File: src/rtl/mem_port_arbiter_pkg.sv
// Shared types and constants for the byte-wide RAM port arbiter.
package mem_port_arbiter_pkg;

  localparam int BYTE_W = 8;

  typedef enum logic [1:0] {
    ST_IDLE,
    ST_ACCESS,
    ST_TAIL,
    ST_DONE
  } state_e;

  typedef enum logic {
    OWN_IF,
    OWN_MEM
  } owner_e;

  localparam logic [1:0] LEN_1B = 2'b00;
  localparam logic [1:0] LEN_2B = 2'b01;

  // Index of the final byte of an access; both 4-byte encodings map to lane 3.
  function automatic logic [1:0] len_to_last(input logic [1:0] len);
    case (len)
      LEN_1B:  return 2'd0;
      LEN_2B:  return 2'd1;
      default: return 2'd3;
    endcase
  endfunction

endpackage

File: src/rtl/mem_byte_lane.sv
// Byte-lane helper: picks byte k of a store word and inserts a read byte into lane k.
module mem_byte_lane
  import mem_port_arbiter_pkg::*;
(
  input  logic [31:0] wr_word_i,
  input  logic [1:0]  wr_lane_i,
  output logic [7:0]  wr_byte_o,
  input  logic [31:0] rd_word_i,
  input  logic [1:0]  rd_lane_i,
  input  logic [7:0]  rd_byte_i,
  output logic [31:0] rd_word_o
);

  always_comb begin
    wr_byte_o = wr_word_i[BYTE_W*wr_lane_i +: BYTE_W];
    rd_word_o = rd_word_i;
    rd_word_o[BYTE_W*rd_lane_i +: BYTE_W] = rd_byte_i;
  end

endmodule

File: src/rtl/mem_port_arbiter.sv
// Shares one byte-wide RAM port between instruction fetch and load/store,
// serialising 1/2/4-byte accesses into little-endian byte cycles.
module mem_port_arbiter
  import mem_port_arbiter_pkg::*;
#(
  parameter int ADDR_W = 17,
  parameter int XLEN   = 32
) (
  input  logic              clk,
  input  logic              rst,
  input  logic              if_req_i,
  input  logic [31:0]       if_addr_i,
  input  logic              if_flush_i,
  output logic [XLEN-1:0]   if_data_o,
  output logic              if_done_o,
  input  logic              mem_req_i,
  input  logic              mem_we_i,
  input  logic [1:0]        mem_len_i,
  input  logic [31:0]       mem_addr_i,
  input  logic [XLEN-1:0]   mem_wdata_i,
  output logic [XLEN-1:0]   mem_rdata_o,
  output logic              mem_done_o,
  output logic [ADDR_W-1:0] ram_a_o,
  output logic              ram_wr_o,
  output logic [7:0]        ram_dout_o,
  input  logic [7:0]        ram_din_i,
  output logic              stall_rq_if_o,
  output logic              stall_rq_mem_o
);

  state_e            state_q, state_d;
  owner_e            owner_q, owner_d;
  logic [1:0]        last_q, last_d;
  logic [1:0]        k_q, k_d;
  logic              we_q, we_d;
  logic [XLEN-1:0]   wdata_q, wdata_d;
  logic [XLEN-1:0]   rdata_q, rdata_d;
  logic [XLEN-1:0]   if_data_q, if_data_d;
  logic [XLEN-1:0]   mem_rdata_q, mem_rdata_d;
  logic [ADDR_W-1:0] ram_a_q, ram_a_d;
  logic              ram_wr_q, ram_wr_d;
  logic [7:0]        ram_dout_q, ram_dout_d;
  logic              if_done_q, if_done_d;
  logic              mem_done_q, mem_done_d;

  logic [7:0]        wr_byte;
  logic [XLEN-1:0]   rd_word;
  logic [1:0]        cap_lane;
  logic              if_abort;
  logic              addr_hi_unused;

  // RAM data lags the address by one cycle, so ACCESS captures the previous lane.
  assign cap_lane = (state_q == ST_TAIL) ? k_q : k_q - 2'd1;
  assign if_abort = (owner_q == OWN_IF) && if_flush_i;
  assign addr_hi_unused = ^{if_addr_i[31:ADDR_W], mem_addr_i[31:ADDR_W]};

  mem_byte_lane u_lane (
    .wr_word_i (wdata_q),
    .wr_lane_i (k_q + 2'd1),
    .wr_byte_o (wr_byte),
    .rd_word_i (rdata_q),
    .rd_lane_i (cap_lane),
    .rd_byte_i (ram_din_i),
    .rd_word_o (rd_word)
  );

  always_comb begin
    state_d     = state_q;
    owner_d     = owner_q;
    last_d      = last_q;
    k_d         = k_q;
    we_d        = we_q;
    wdata_d     = wdata_q;
    rdata_d     = rdata_q;
    if_data_d   = if_data_q;
    mem_rdata_d = mem_rdata_q;
    ram_a_d     = ram_a_q;
    ram_wr_d    = ram_wr_q;
    ram_dout_d  = ram_dout_q;
    if_done_d   = 1'b0;
    mem_done_d  = 1'b0;

    case (state_q)
      ST_IDLE: begin
        if (mem_req_i) begin
          state_d    = ST_ACCESS;
          owner_d    = OWN_MEM;
          last_d     = len_to_last(mem_len_i);
          k_d        = 2'd0;
          we_d       = mem_we_i;
          wdata_d    = mem_wdata_i;
          rdata_d    = '0;
          ram_a_d    = mem_addr_i[ADDR_W-1:0];
          ram_wr_d   = mem_we_i;
          ram_dout_d = mem_we_i ? mem_wdata_i[7:0] : 8'h00;
        end else if (if_req_i && !if_flush_i) begin
          state_d    = ST_ACCESS;
          owner_d    = OWN_IF;
          last_d     = 2'd3;
          k_d        = 2'd0;
          we_d       = 1'b0;
          wdata_d    = '0;
          rdata_d    = '0;
          ram_a_d    = if_addr_i[ADDR_W-1:0];
          ram_wr_d   = 1'b0;
          ram_dout_d = 8'h00;
        end
      end

      ST_ACCESS: begin
        if (k_q != 2'd0) rdata_d = rd_word;
        if (if_abort) begin
          state_d  = ST_IDLE;
          ram_wr_d = 1'b0;
        end else if (k_q != last_q) begin
          k_d        = k_q + 2'd1;
          ram_a_d    = ram_a_q + ADDR_W'(1);
          ram_dout_d = we_q ? wr_byte : 8'h00;
        end else if (we_q) begin
          state_d    = ST_DONE;
          ram_wr_d   = 1'b0;
          ram_dout_d = 8'h00;
          mem_done_d = (owner_q == OWN_MEM);
          if_done_d  = (owner_q == OWN_IF);
        end else begin
          state_d = ST_TAIL;
        end
      end

      ST_TAIL: begin
        if (if_abort) begin
          state_d = ST_IDLE;
        end else begin
          state_d = ST_DONE;
          rdata_d = rd_word;
          if (owner_q == OWN_IF) begin
            if_data_d = rd_word;
            if_done_d = 1'b1;
          end else begin
            mem_rdata_d = rd_word;
            mem_done_d  = 1'b1;
          end
        end
      end

      default: state_d = ST_IDLE;
    endcase
  end

  always_ff @(posedge clk) begin
    if (rst) begin
      state_q     <= ST_IDLE;
      owner_q     <= OWN_IF;
      last_q      <= 2'd0;
      k_q         <= 2'd0;
      we_q        <= 1'b0;
      wdata_q     <= '0;
      rdata_q     <= '0;
      if_data_q   <= '0;
      mem_rdata_q <= '0;
      ram_a_q     <= '0;
      ram_wr_q    <= 1'b0;
      ram_dout_q  <= 8'h00;
      if_done_q   <= 1'b0;
      mem_done_q  <= 1'b0;
    end else begin
      state_q     <= state_d;
      owner_q     <= owner_d;
      last_q      <= last_d;
      k_q         <= k_d;
      we_q        <= we_d;
      wdata_q     <= wdata_d;
      rdata_q     <= rdata_d;
      if_data_q   <= if_data_d;
      mem_rdata_q <= mem_rdata_d;
      ram_a_q     <= ram_a_d;
      ram_wr_q    <= ram_wr_d;
      ram_dout_q  <= ram_dout_d;
      if_done_q   <= if_done_d;
      mem_done_q  <= mem_done_d;
    end
  end

  // A redirect landing on the IF done cycle squashes the pulse.
  assign if_done_o      = if_done_q & ~if_flush_i;
  assign if_data_o      = if_data_q;
  assign mem_done_o     = mem_done_q;
  assign mem_rdata_o    = mem_rdata_q;
  assign ram_a_o        = ram_a_q;
  assign ram_wr_o       = ram_wr_q;
  assign ram_dout_o     = ram_dout_q;
  assign stall_rq_if_o  = if_req_i & ~if_done_o & ~if_flush_i;
  assign stall_rq_mem_o = mem_req_i & ~mem_done_o;

endmodule
File: config.mk
export PLATFORM = sky130hd
export DESIGN_NAME = mem_port_arbiter
export DESIGN_NICKNAME = d
export VERILOG_FILES = /design/src/rtl/mem_port_arbiter_pkg.sv /design/src/rtl/mem_byte_lane.sv /design/src/rtl/mem_port_arbiter.sv
export SDC_FILE = /design/constraint.sdc
export NUM_CORES = 1
export LEC_CHECK = 0
export ABC_CLOCK_PERIOD_IN_PS = 2600
export BUFFER_PORTS_ARGS = -buffer_cell sky130_fd_sc_hd__buf_2
export CORE_MARGIN = 1.5
export CORE_UTILIZATION = 48
export CTS_CLUSTER_SIZE = 28
export DETAILED_ROUTE_END_ITERATION = 16
export PLACE_DENSITY = 0.82
export SLEW_MARGIN = 20
export SYNTH_ARGS = -nofsm -noshare
export SYNTH_HDL_FRONTEND = slang
export SYNTH_HIERARCHICAL = 1
export SYNTH_SLANG_ARGS = --single-unit
File: constraint.sdc
create_clock -name clk -period 2.6 [get_ports clk]
set_input_delay 0.13 -clock clk [delete_from_list [all_inputs] [get_ports clk]]
set_output_delay 0.13 -clock clk [all_outputs]
set_load 0.01 [all_outputs]
==> impl_metrics.py, run 1 <==
metrics = {
    "power": {
        "seq_power_share_pct": 34.7,
        "power_frac_comb_pct": 37.9,
        "power.leakage_nw": 3.89,
        "p_sw_share_pct": 38.7,
        "fin_total_pwr_mw": 8.76,
        "p_sw_mw": 3.39,
        "p_per_area_nw_per_um2": 913,
        "vdd_drop_max_v": 0.000598,
        "clockPowerShare_pct": 27.4,
        "intPower_mw": 5.37,
    },
    "detailed_routing": {
        "drtIter0Drc": 628,
        "wl_per_cell_um": 16.4,
        "ant_nets": 0,
        "viasPerCell": 5.64,
        "drt_pass1_iterations": 5,
        "post-route-drc-count": 0,
        "routed_wirelength_um": 22300,
        "dr_total_vias": 7648,
    },
    "sta": {
        "finClkSkew_ns": 0.0125,
        "rsz0062_at_grt": "true",
        "period_needed_ns": 2.54,
        "hold_violations": 0,
        "setup_viol": 0,
        "report.final.slew_viol_count": 0,
        "hold_ws_ns": 0.0277,
        "max_freq_mhz": 394,
        "worstMarginPinSlew_ns": 0.818,
        "post-route-period-util_pct": 97.6,
        "maxSlewHeadroom_pct": 45.2,
    },
    "min_path": {
        "hold_depth": 3,
        "hold_path_class": "in -> reg",
    },
    "setup_path": {
        "worstPathRequired_ns": 2.96,
        "arrival_ns": 2.90,
        "worst_setup_path_end_kind": "flop",
        "path_class": "reg -> reg",
        "ff2ff_path_depth": 9,
        "start_kind": "flop",
        "crit_fanout": 6,
    },
    "floorplanning": {
        "dieWidth_um": 129,
        "core-area_um2": 15400,
        "ios": 206,
        "rows": 45,
        "dieArea_um2": 16600,
        "start_util_pct": 49.5,
        "die_h_um": 129,
    },
    "synthesis": {
        "ys_async_sr_fraction_pct": 0,
        "yosys.area_share.adder_pct": 1.81,
        "synth_area_leader_cell": "dfxtp_1",
        "synth_top_family_by_area": "simple AND/OR/NAND/NOR gates",
        "yosys_warnings": 6,
        "syn_nets": 1079,
        "synth_cells": 956,
        "ys_types": 64,
        "synth-seq-cells": 164,
        "synth-simple-area-share_pct": 24.5,
        "yosys-top-cells-area": "dfxtp_1, nand2_1, a21oi_1",
        "synth_top_area_share_pct": 43.1,
        "synthFlopType": "dfxtp_1",
        "synth-xor-area-share_pct": 0.575,
        "synth_edf_count": 0,
        "synth_compound_area_share_pct": 19.3,
        "netlist_area_um2": 7610,
        "synth.most_common_cell": "nand2_1",
        "synth_mux_area_share_pct": 5.01,
        "avgSynthCellArea_um2": 7.96,
        "synth_top_cells_by_count": "nand2_1, dfxtp_1, a21oi_1",
        "ys_seq_area_share_pct": 43.1,
    },
    "flow_run": {
        "drv_cap": 0,
    },
    "clock_tree": {
        "cts_buffers": 17,
        "cts_max_path_buffers": 2,
        "htree_levels": 4,
        "postCtsSetupBuffers": 0,
        "clock_latency_ns": 0.43,
        "clk_pin_slew_ns": 0.06,
        "cts_tree": "built",
        "cts_sinks": 164,
        "root_buffer": "clkbuf_16",
    },
    "placed_design": {
        "dp_hpwl_um": 14000,
        "dpl-instance-area_um2": 8670,
        "gp_congestion": 0.813,
        "port_buffers": 175,
        "place_inst": 1295,
    },
    "finish": {
        "drive_gt1_share_pct": 23.6,
        "syn2layout_area_growth_pct": 26.1,
        "final_cells": 1357,
        "final_area_um2": 9590,
        "nets": 1257,
        "insertedDiodeCount": 0,
    },
    "global_route": {
        "grt_pass1_wl_um": 35700,
        "antenna_found_initial": 0,
        "grt_overflow": 0,
        "track_usage_pct": 27.0,
        "grt_max_degree": 90,
        "grt_pass1_vias": 7226,
    },
    "status": {
        "status": "completed",
    },
}
-- what timing repair did --
| item | 4_1_cts | 5_1_grt |
|---|---|---|
| hold buffers | 31 | 0 |
| endpoints found under the hold margin | 31 | 0 |
| gates resized for setup | 0 | 10 |
| setup endpoints to repair | 0 | 65 |
-- routing by layer --
layer / wire length, um / up-vias / part of all wire (%) / track usage, %
met5: 0 / - / 0 / 0
met2: 11000 / 323 / 49 / 46.1
met1: 9070 / 3599 / 41 / 32.5
met4: 469 / 0 / 2.1 / 10.4
li1: - / 3681 / - / -
met3: 1770 / 45 / 7.9 / 7.11
-- worst paths after layout --
path                   from          end  slack, ns
min          mem_wdata_i[7]   wdata_q[7]       0.03
max                  k_q[1]  rdata_q[23]       0.06
min reg2reg     rdata_q[18]  rdata_q[18]       0.45
max reg2reg          k_q[1]  rdata_q[23]       0.06
-- cell families after synthesis --
logic type,after synthesis
DFF,164
buffers and inverters,100
AOI/OAI and AO/OA,239
xor gates and xnor gates,5
and+or+nand+nor,409
muxes,28
adders and majority gates,11
-- stage by stage --
step / setup TNS (ns) / util, % / worst slack [ns]
3_3_place_gp: 0 / 56.4 / 0.123
5_1_grt: -0.592 / 62.4 / -0.0559
3_5_place_dp: 0 / 56.4 / 0.0872
4_1_cts: 0 / 62.1 / 0.0181
2_1_floorplan: 0 / - / 0.0834
6_report: 0 / 62.4 / 0.0623
-- layout by cell type, fill, tap and decap left out, drive strengths merged, types with 2 or more instances in the layout --
cell           n
a211oi         3
a21boi         3
a21oi        151
a221oi         9
a22o          11
a31oi          5
a32o           6
a41o           6
and2           5
and3           3
and4b          3
buf          203
clkbuf        20
clkinv         8
dfxtp        164
dlygate4sd3   31
ha            11
inv           26
mux2i         19
mux4           8
nand2        220
nand2b         8
nand3         83
nand3b         4
nand4          4
nor2          36
nor2b         15
nor3          15
nor3b          4
nor4           2
o21ai         16
o22ai         13
o2bb2ai        2
o32ai          4
or3            2
or3b           4
xnor2          3
xor2           2
-- power groups by stage --
stage / Clock, mW / Combinational, mW / Sequential, mW
after detailed placement: 0 / 3.11 / 3.08
after CTS: 2.42 / 3.19 / 3.03
after global routing: 2.53 / 3.60 / 3.08
after global placement: 0 / 3.08 / 3.08
final: 2.40 / 3.32 / 3.04
after floorplan: 0 / 2.23 / 3.12
-- worst max-delay path, stage by stage (launching register included) --
cell and delay, ns:
dfxtp_1 0.36, inv_1 0.07, ha_1 0.29, mux2i_1 0.27
inv_1 0.14, ha_2 0.41, nor2b_1 0.39, a41o_1 0.31
nand3_1 0.09, a21oi_1 0.15
-- registers in the layout, indices dropped and copies added, names as in the netlist --
register / count
mem_rdata_o: 32
state_q: 2
ram_wr_o: 1
k_q: 2
ram_dout_o: 8
last_q: 2
ram_a_o: 17
owner_q: 1
we_q: 1
rdata_q: 32
if_data_o: 32
if_done_q: 1
mem_done_o: 1
wdata_q: 32
-- cell type report --
class / count / area (um2)
Sequential cell: 164 / 3280
Clock inverter: 11 / 105
Clock buffer: 20 / 457
Tap cell: 211 / 264
Inverter: 25 / 93.8
Multi-Input combinational cell: 692 / 3970
Timing Repair Buffer: 234 / 1420
Fill cell: 1310 / 5780
Note: power is estimated with default switching activity, not from simulation.
==> run 2: changes to the inputs <==
- CTS_BUF_LIST: not set -> sky130_fd_sc_hd__clkbuf_16
==> run 2 against run 1 <==
Sequential share of layout area hardly changed. Clock power is 3% lower. Setup slack better by 0.087 ns. Largest cell class unchanged.
==> impl_metrics.py, run 2 (synthesis gave the netlist of run 1 again) <==
metrics = {
    "status": {
        "status": "completed",
    },
    "clock_tree": {
        "cts_tree": "built",
        "cts_buffers": 17,
        "cts_sinks": 164,
        "clk_pin_slew_ns": 0.06,
        "root_buffer": "clkbuf_16",
        "cts_max_path_buffers": 2,
        "clock_latency_ns": 0.43,
        "htree_levels": 4,
    },
    "floorplanning": {
        "core-area_um2": 15400,
        "rows": 45,
        "dieWidth_um": 129,
        "start_util_pct": 49.5,
        "ios": 206,
        "dieArea_um2": 16600,
        "die_h_um": 129,
    },
    "global_route": {
        "grt_max_degree": 90,
        "grt_pass1_vias": 7223,
        "antenna_found_initial": 0,
        "track_usage_pct": 26.9,
        "grt_overflow": 0,
        "grt_pass1_wl_um": 35700,
    },
    "detailed_routing": {
        "wl_per_cell_um": 16.4,
        "drt-met1-wl_um": 9010,
        "post-route-drc-count": 0,
        "wl_met3_um": 1760,
        "wl_met2_um": 11100,
        "viasPerCell": 5.63,
        "top_layer_used": "met4",
        "dr_total_vias": 7644,
        "routed_wirelength_um": 22300,
        "ant_nets": 0,
        "drt_pass1_iterations": 5,
        "drtIter0Drc": 645,
    },
    "setup_path": {
        "critPathSlowestCell": "or3b_1",
        "rr_startpoint": "k_q[1]",
        "start_kind": "flop",
        "arrival_ns": 2.81,
        "crit_fanout": 6,
        "path_buf_inv": 2,
        "rrSetupSlack_ns": 0.15,
        "r2r_end": "rdata_q[22]",
        "critPathTopFamily": "adder cells",
        "cpMostUsedCell": "inv_1",
        "path_cells": "inv_1 > ha_1 > mux2i_1 > inv_1 > ha_4 > or3b_1 > o22ai_1 > nand3_1 > a21oi_1",
        "worst_setup_path_end_kind": "flop",
        "ff2ff_path_depth": 9,
        "worstPathRequired_ns": 2.96,
        "path_class": "reg -> reg",
        "cpPeakStageDelay_ns": 0.39,
    },
    "min_path": {
        "hold_depth": 3,
        "holdPathEnd": "we_q",
        "hold_start": "mem_we_i",
        "hold_path_class": "in -> reg",
    },
    "finish": {
        "multi_input_area_um2": 3980,
        "nets": 1257,
        "final_common_cell": "nand2_1",
        "insertedDiodeCount": 0,
        "num-fill-cells": 1309,
        "drive_gt1_share_pct": 23.6,
        "syn2layout_area_growth_pct": 25.9,
        "final_cell_mix": "nand2_1, buf_2, dfxtp_1",
        "seq_area_um2": 3280,
    },
    "power": {
        "fin_total_pwr_mw": 8.70,
        "vdd_drop_max_v": 0.000597,
        "power.leakage_nw": 3.88,
        "p_per_area_nw_per_um2": 908,
    },
    "placed_design": {
        "dp_hpwl_um": 14000,
        "gp_congestion": 0.813,
        "port_buffers": 175,
    },
    "sta": {
        "final.setup.tns_ns": 0,
        "period_needed_ns": 2.45,
        "report.final.slew_viol_count": 0,
        "setup_viol": 0,
        "maxSlewHeadroom_pct": 43.8,
        "finClkSkew_ns": 0.00907,
        "hold_violations": 0,
        "rsz0062_at_grt": "false",
        "post-route-period-util_pct": 94.3,
        "max_freq_mhz": 408,
        "worstMarginPinSlew_ns": 0.840,
    },
    "flow_run": {
        "drv_cap": 0,
    },
}
-- run 2: per-layer routing --
| metal | vias to the layer above | GRT usage [%] |
|---|---|---|
| li1 | 3679 | - |
| met2 | 326 | 46.1 |
| met4 | 0 | 10.4 |
| met1 | 3598 | 32.5 |
| met3 | 41 | 7.03 |
| met5 | - | 0 |
-- run 2: what timing repair did --
| action | 4_1_cts | 5_1_grt |
|---|---|---|
| endpoints found under the setup margin | 0 | 64 |
| gates resized for setup | 0 | 13 |
| hold endpoints to repair | 31 | 0 |
| hold buffers | 31 | 0 |
| buffers inserted | 0 | 0 |
-- run 2: worst max path at each step --
stage / slack [ns] / endpoint / startpoint / depth (start not counted)
2_1_floorplan: 0.08 / rdata_q[21] / state_q[0] / 11
3_3_place_gp: 0.12 / rdata_q[29] / k_q[1] / 9
3_5_place_dp: 0.09 / rdata_q[24] / k_q[1] / 9
4_1_cts: 0.04 / rdata_q[11] / state_q[0] / 10
5_1_grt: 0.01 / rdata_q[29] / k_q[1] / 9
6_report: 0.15 / rdata_q[22] / k_q[1] / 9
-- run 2: through the flow --
| stage | util [%] | setup WS, ns | cells | area [um2] | hold WS [ns] |
|---|---|---|---|---|---|
| finish | 62.3 | 0.149 | 1357 | 9580 | 0.0341 |
| global route | 62.3 | 0.0111 | 1357 | 9580 | 0.0130 |
| CTS | 61.9 | 0.0391 | 1357 | 9520 | 0.00630 |
| detailed placement | 56.4 | 0.0872 | 1295 | 8670 | 0.406 |
| global placement | 56.4 | 0.123 | 1295 | 8670 | 0.407 |
| floorplan | - | 0.0834 | 956 | 7620 | 0.209 |
-- run 2: power breakdown --
group | switching [mW] | internal (mW) | total, mW
combinational | 2.12 | 1.22 | 3.34
sequential | 0.241 | 2.80 | 3.04
clock | 1.02 | 1.30 | 2.32
-- run 2: final cells by class --
| cell class | count | share of cell area [%] |
|---|---|---|
| flip-flops and latches | 164 | 34.3 |
| clock buffers | 17 | 4.44 |
| multi-input cells | 692 | 41.5 |
| clock inverters | 14 | 1.21 |
| inverters | 25 | 0.979 |
| repair buffers | 234 | 14.9 |
| well taps | 211 | 2.75 |
-- run 2: tightest hold or removal path: stages --
cell,delay [ns]
buf_2,0.11
a32oi_1,0.10
nor2_1,0.08
==> run 3: changes to the inputs <==
- CORE_UTILIZATION: 48 -> 40
- PLACE_DENSITY: 0.82 -> 0.73
==> run 3 against run 2 <==
Total power up 2.4%. First-iteration DRC count decreased by 27%. Critical path type unchanged. Non-clock buffer count grew 3. Via count is 2.0% lower. Die area up 20%. Maximum frequency fell by 1.4%. Clock skew increased by 0.0013 ns. Core utilization fell by 10 points. Combinational power about the same. Final cell count rose by 2.0%. Global-route usage decreased by 5.6 points. Setup slack got worse by 0.036 ns. Highest routed layer unchanged.
==> impl_metrics.py, run 3 (synthesis gave the netlist of run 1 again) <==
metrics = {
    "status": {
        "status": "completed",
    },
    "setup_path": {
        "path_class": "reg -> reg",
        "cpPeakStageDelay_ns": 0.51,
        "cpMostUsedCell": "inv_1",
        "arrival_ns": 2.84,
        "crit_fanout": 8,
        "path_cells": "inv_1 > ha_1 > mux2i_2 > inv_1 > ha_2 > or3b_1 > o22ai_1 > nand3_1 > a21oi_1",
        "rr_startpoint": "k_q[0]",
        "worstPathRequired_ns": 2.96,
        "critPathTopFamily": "simple AND/OR/NAND/NOR gates",
        "critical_path.startpoint": "k_q[0]",
        "start_kind": "flop",
        "worst_setup_path_end_kind": "flop",
        "critPathSlowestCell": "or3b_1",
        "path_buf_inv": 2,
    },
    "global_route": {
        "grt_pass1_wl_um": 34200,
        "grt_pass1_vias": 6877,
        "grt_max_degree": 62,
        "antenna_found_initial": 0,
        "track_usage_pct": 21.3,
        "grt_overflow": 0,
    },
    "sta": {
        "layout_setup_ws_ns": 0.113,
        "maxSlewHeadroom_pct": 59.5,
        "period_needed_ns": 2.49,
        "setup_viol": 0,
        "hold_violations": 0,
        "report.final.slew_viol_count": 0,
        "finClkSkew_ns": 0.0103,
        "post-route-period-util_pct": 95.6,
        "worstMarginPinSlew_ns": 0.608,
        "hold_ws_ns": 0.120,
        "max_freq_mhz": 402,
    },
    "clock_tree": {
        "htree_levels": 4,
        "cts_tree": "built",
        "cts_buffers": 17,
        "root_buffer": "clkbuf_16",
        "cts_max_path_buffers": 2,
        "postCtsSetupBuffers": 0,
        "clk_pin_slew_ns": 0.08,
        "cts_sinks": 164,
        "clock_latency_ns": 0.42,
    },
    "power": {
        "intPower_mw": 5.39,
        "p_per_area_nw_per_um2": 917,
        "clockPowerShare_pct": 28.9,
        "seq_power_share_pct": 34.0,
        "p_sw_share_pct": 39.5,
        "power_frac_comb_pct": 37.1,
        "power.leakage_nw": 3.92,
        "p_sw_mw": 3.52,
        "vdd_drop_max_v": 0.000467,
    },
    "finish": {
        "fin_util_pct": 52.0,
        "drive_gt1_share_pct": 23.9,
        "final_area_um2": 9720,
        "syn2layout_area_growth_pct": 27.7,
        "final_cell_mix": "nand2_1, buf_2, dfxtp_1",
        "nets": 1260,
        "final_cells": 1384,
        "final_common_cell": "nand2_1",
        "insertedDiodeCount": 0,
    },
    "floorplanning": {
        "die_h_um": 141,
        "core-area_um2": 18700,
        "dieWidth_um": 141,
        "ios": 206,
        "start_util_pct": 40.7,
        "rows": 50,
        "dieArea_um2": 19900,
    },
    "min_path": {
        "hold_path_class": "in -> reg",
        "hold_start": "mem_req_i",
    },
    "detailed_routing": {
        "drt_pass1_iterations": 5,
        "ant_nets": 0,
        "viasPerCell": 5.41,
        "drtIter0Drc": 470,
        "dr_total_vias": 7489,
        "routed_wirelength_um": 21600,
        "post-route-drc-count": 0,
        "wl_per_cell_um": 15.6,
    },
    "placed_design": {
        "port_buffers": 175,
        "dpl-instance-area_um2": 8710,
        "gp_congestion": 0.847,
        "dpl_worst_slack_ns": 0.0607,
        "dp_hpwl_um": 14000,
        "place_inst": 1318,
    },
    "flow_run": {
        "drv_cap": 0,
    },
}
## run 3: changes by cell type in the layout (fill, tap and decap cells not counted), sizes merged
cell and delta:
inv +7, clkinv -6, dlygate4sd3 +3
## run 3: worst reg2reg max path, cell delays in order, from the launching register on
cell and delay, ns:
dfxtp_1 0.33, inv_1 0.06, ha_1 0.31, mux2i_2 0.25
inv_1 0.14, ha_2 0.25, or3b_1 0.51, o22ai_1 0.31
nand3_1 0.11, a21oi_1 0.16
## run 3: worst paths after layout
kind / cells after the start / endpoint / slack (ns)
max: 9 / rdata_q[12] / 0.11
min: 3 / owner_q / 0.12
max reg2reg: 9 / rdata_q[12] / 0.11
min reg2reg: 2 / rdata_q[17] / 0.45
## run 3: through the flow
step | TNS, ns | power, mW
2_1_floorplan | 0 | 5.35
3_3_place_gp | 0 | 6.19
3_5_place_dp | 0 | 6.22
4_1_cts | 0 | 8.87
5_1_grt | -0.000858 | 9.42
6_report | 0 | 8.91
## run 3: metal layers
metal	GRT usage [%]	vias up	share of wire (%)
li1	-	3691	-
met1	27.6	3517	44
met2	36.5	265	48
met3	4.31	16	6.2
met4	5.15	0	1.0
met5	0	-	0
## run 3: layout make-up
| cell class | instances | area (um2) |
|---|---|---|
| clock buffers | 17 | 425 |
| clock inverters | 15 | 184 |
| fillers | 1741 | 8990 |
| inverters | 25 | 93.8 |
| multi-input cells | 692 | 3970 |
| flip-flops and latches | 164 | 3280 |
| well taps | 234 | 293 |
| repair buffers | 237 | 1470 |
## run 3: power by group through the flow
stage | Sequential [mW] | Clock, mW | Combinational [mW]
final | 3.03 | 2.58 | 3.31
after global routing | 3.06 | 2.74 | 3.62
after CTS | 3.02 | 2.64 | 3.20
after detailed placement | 3.08 | 0 | 3.14
after global placement | 3.07 | 0 | 3.12
after floorplan | 3.12 | 0 | 2.23
## run 3: what timing repair did
action	4_1_cts	5_1_grt
hold endpoints to repair	34	0
gates resized for setup	0	12
hold buffers	34	0
endpoints found under the setup margin	0	70
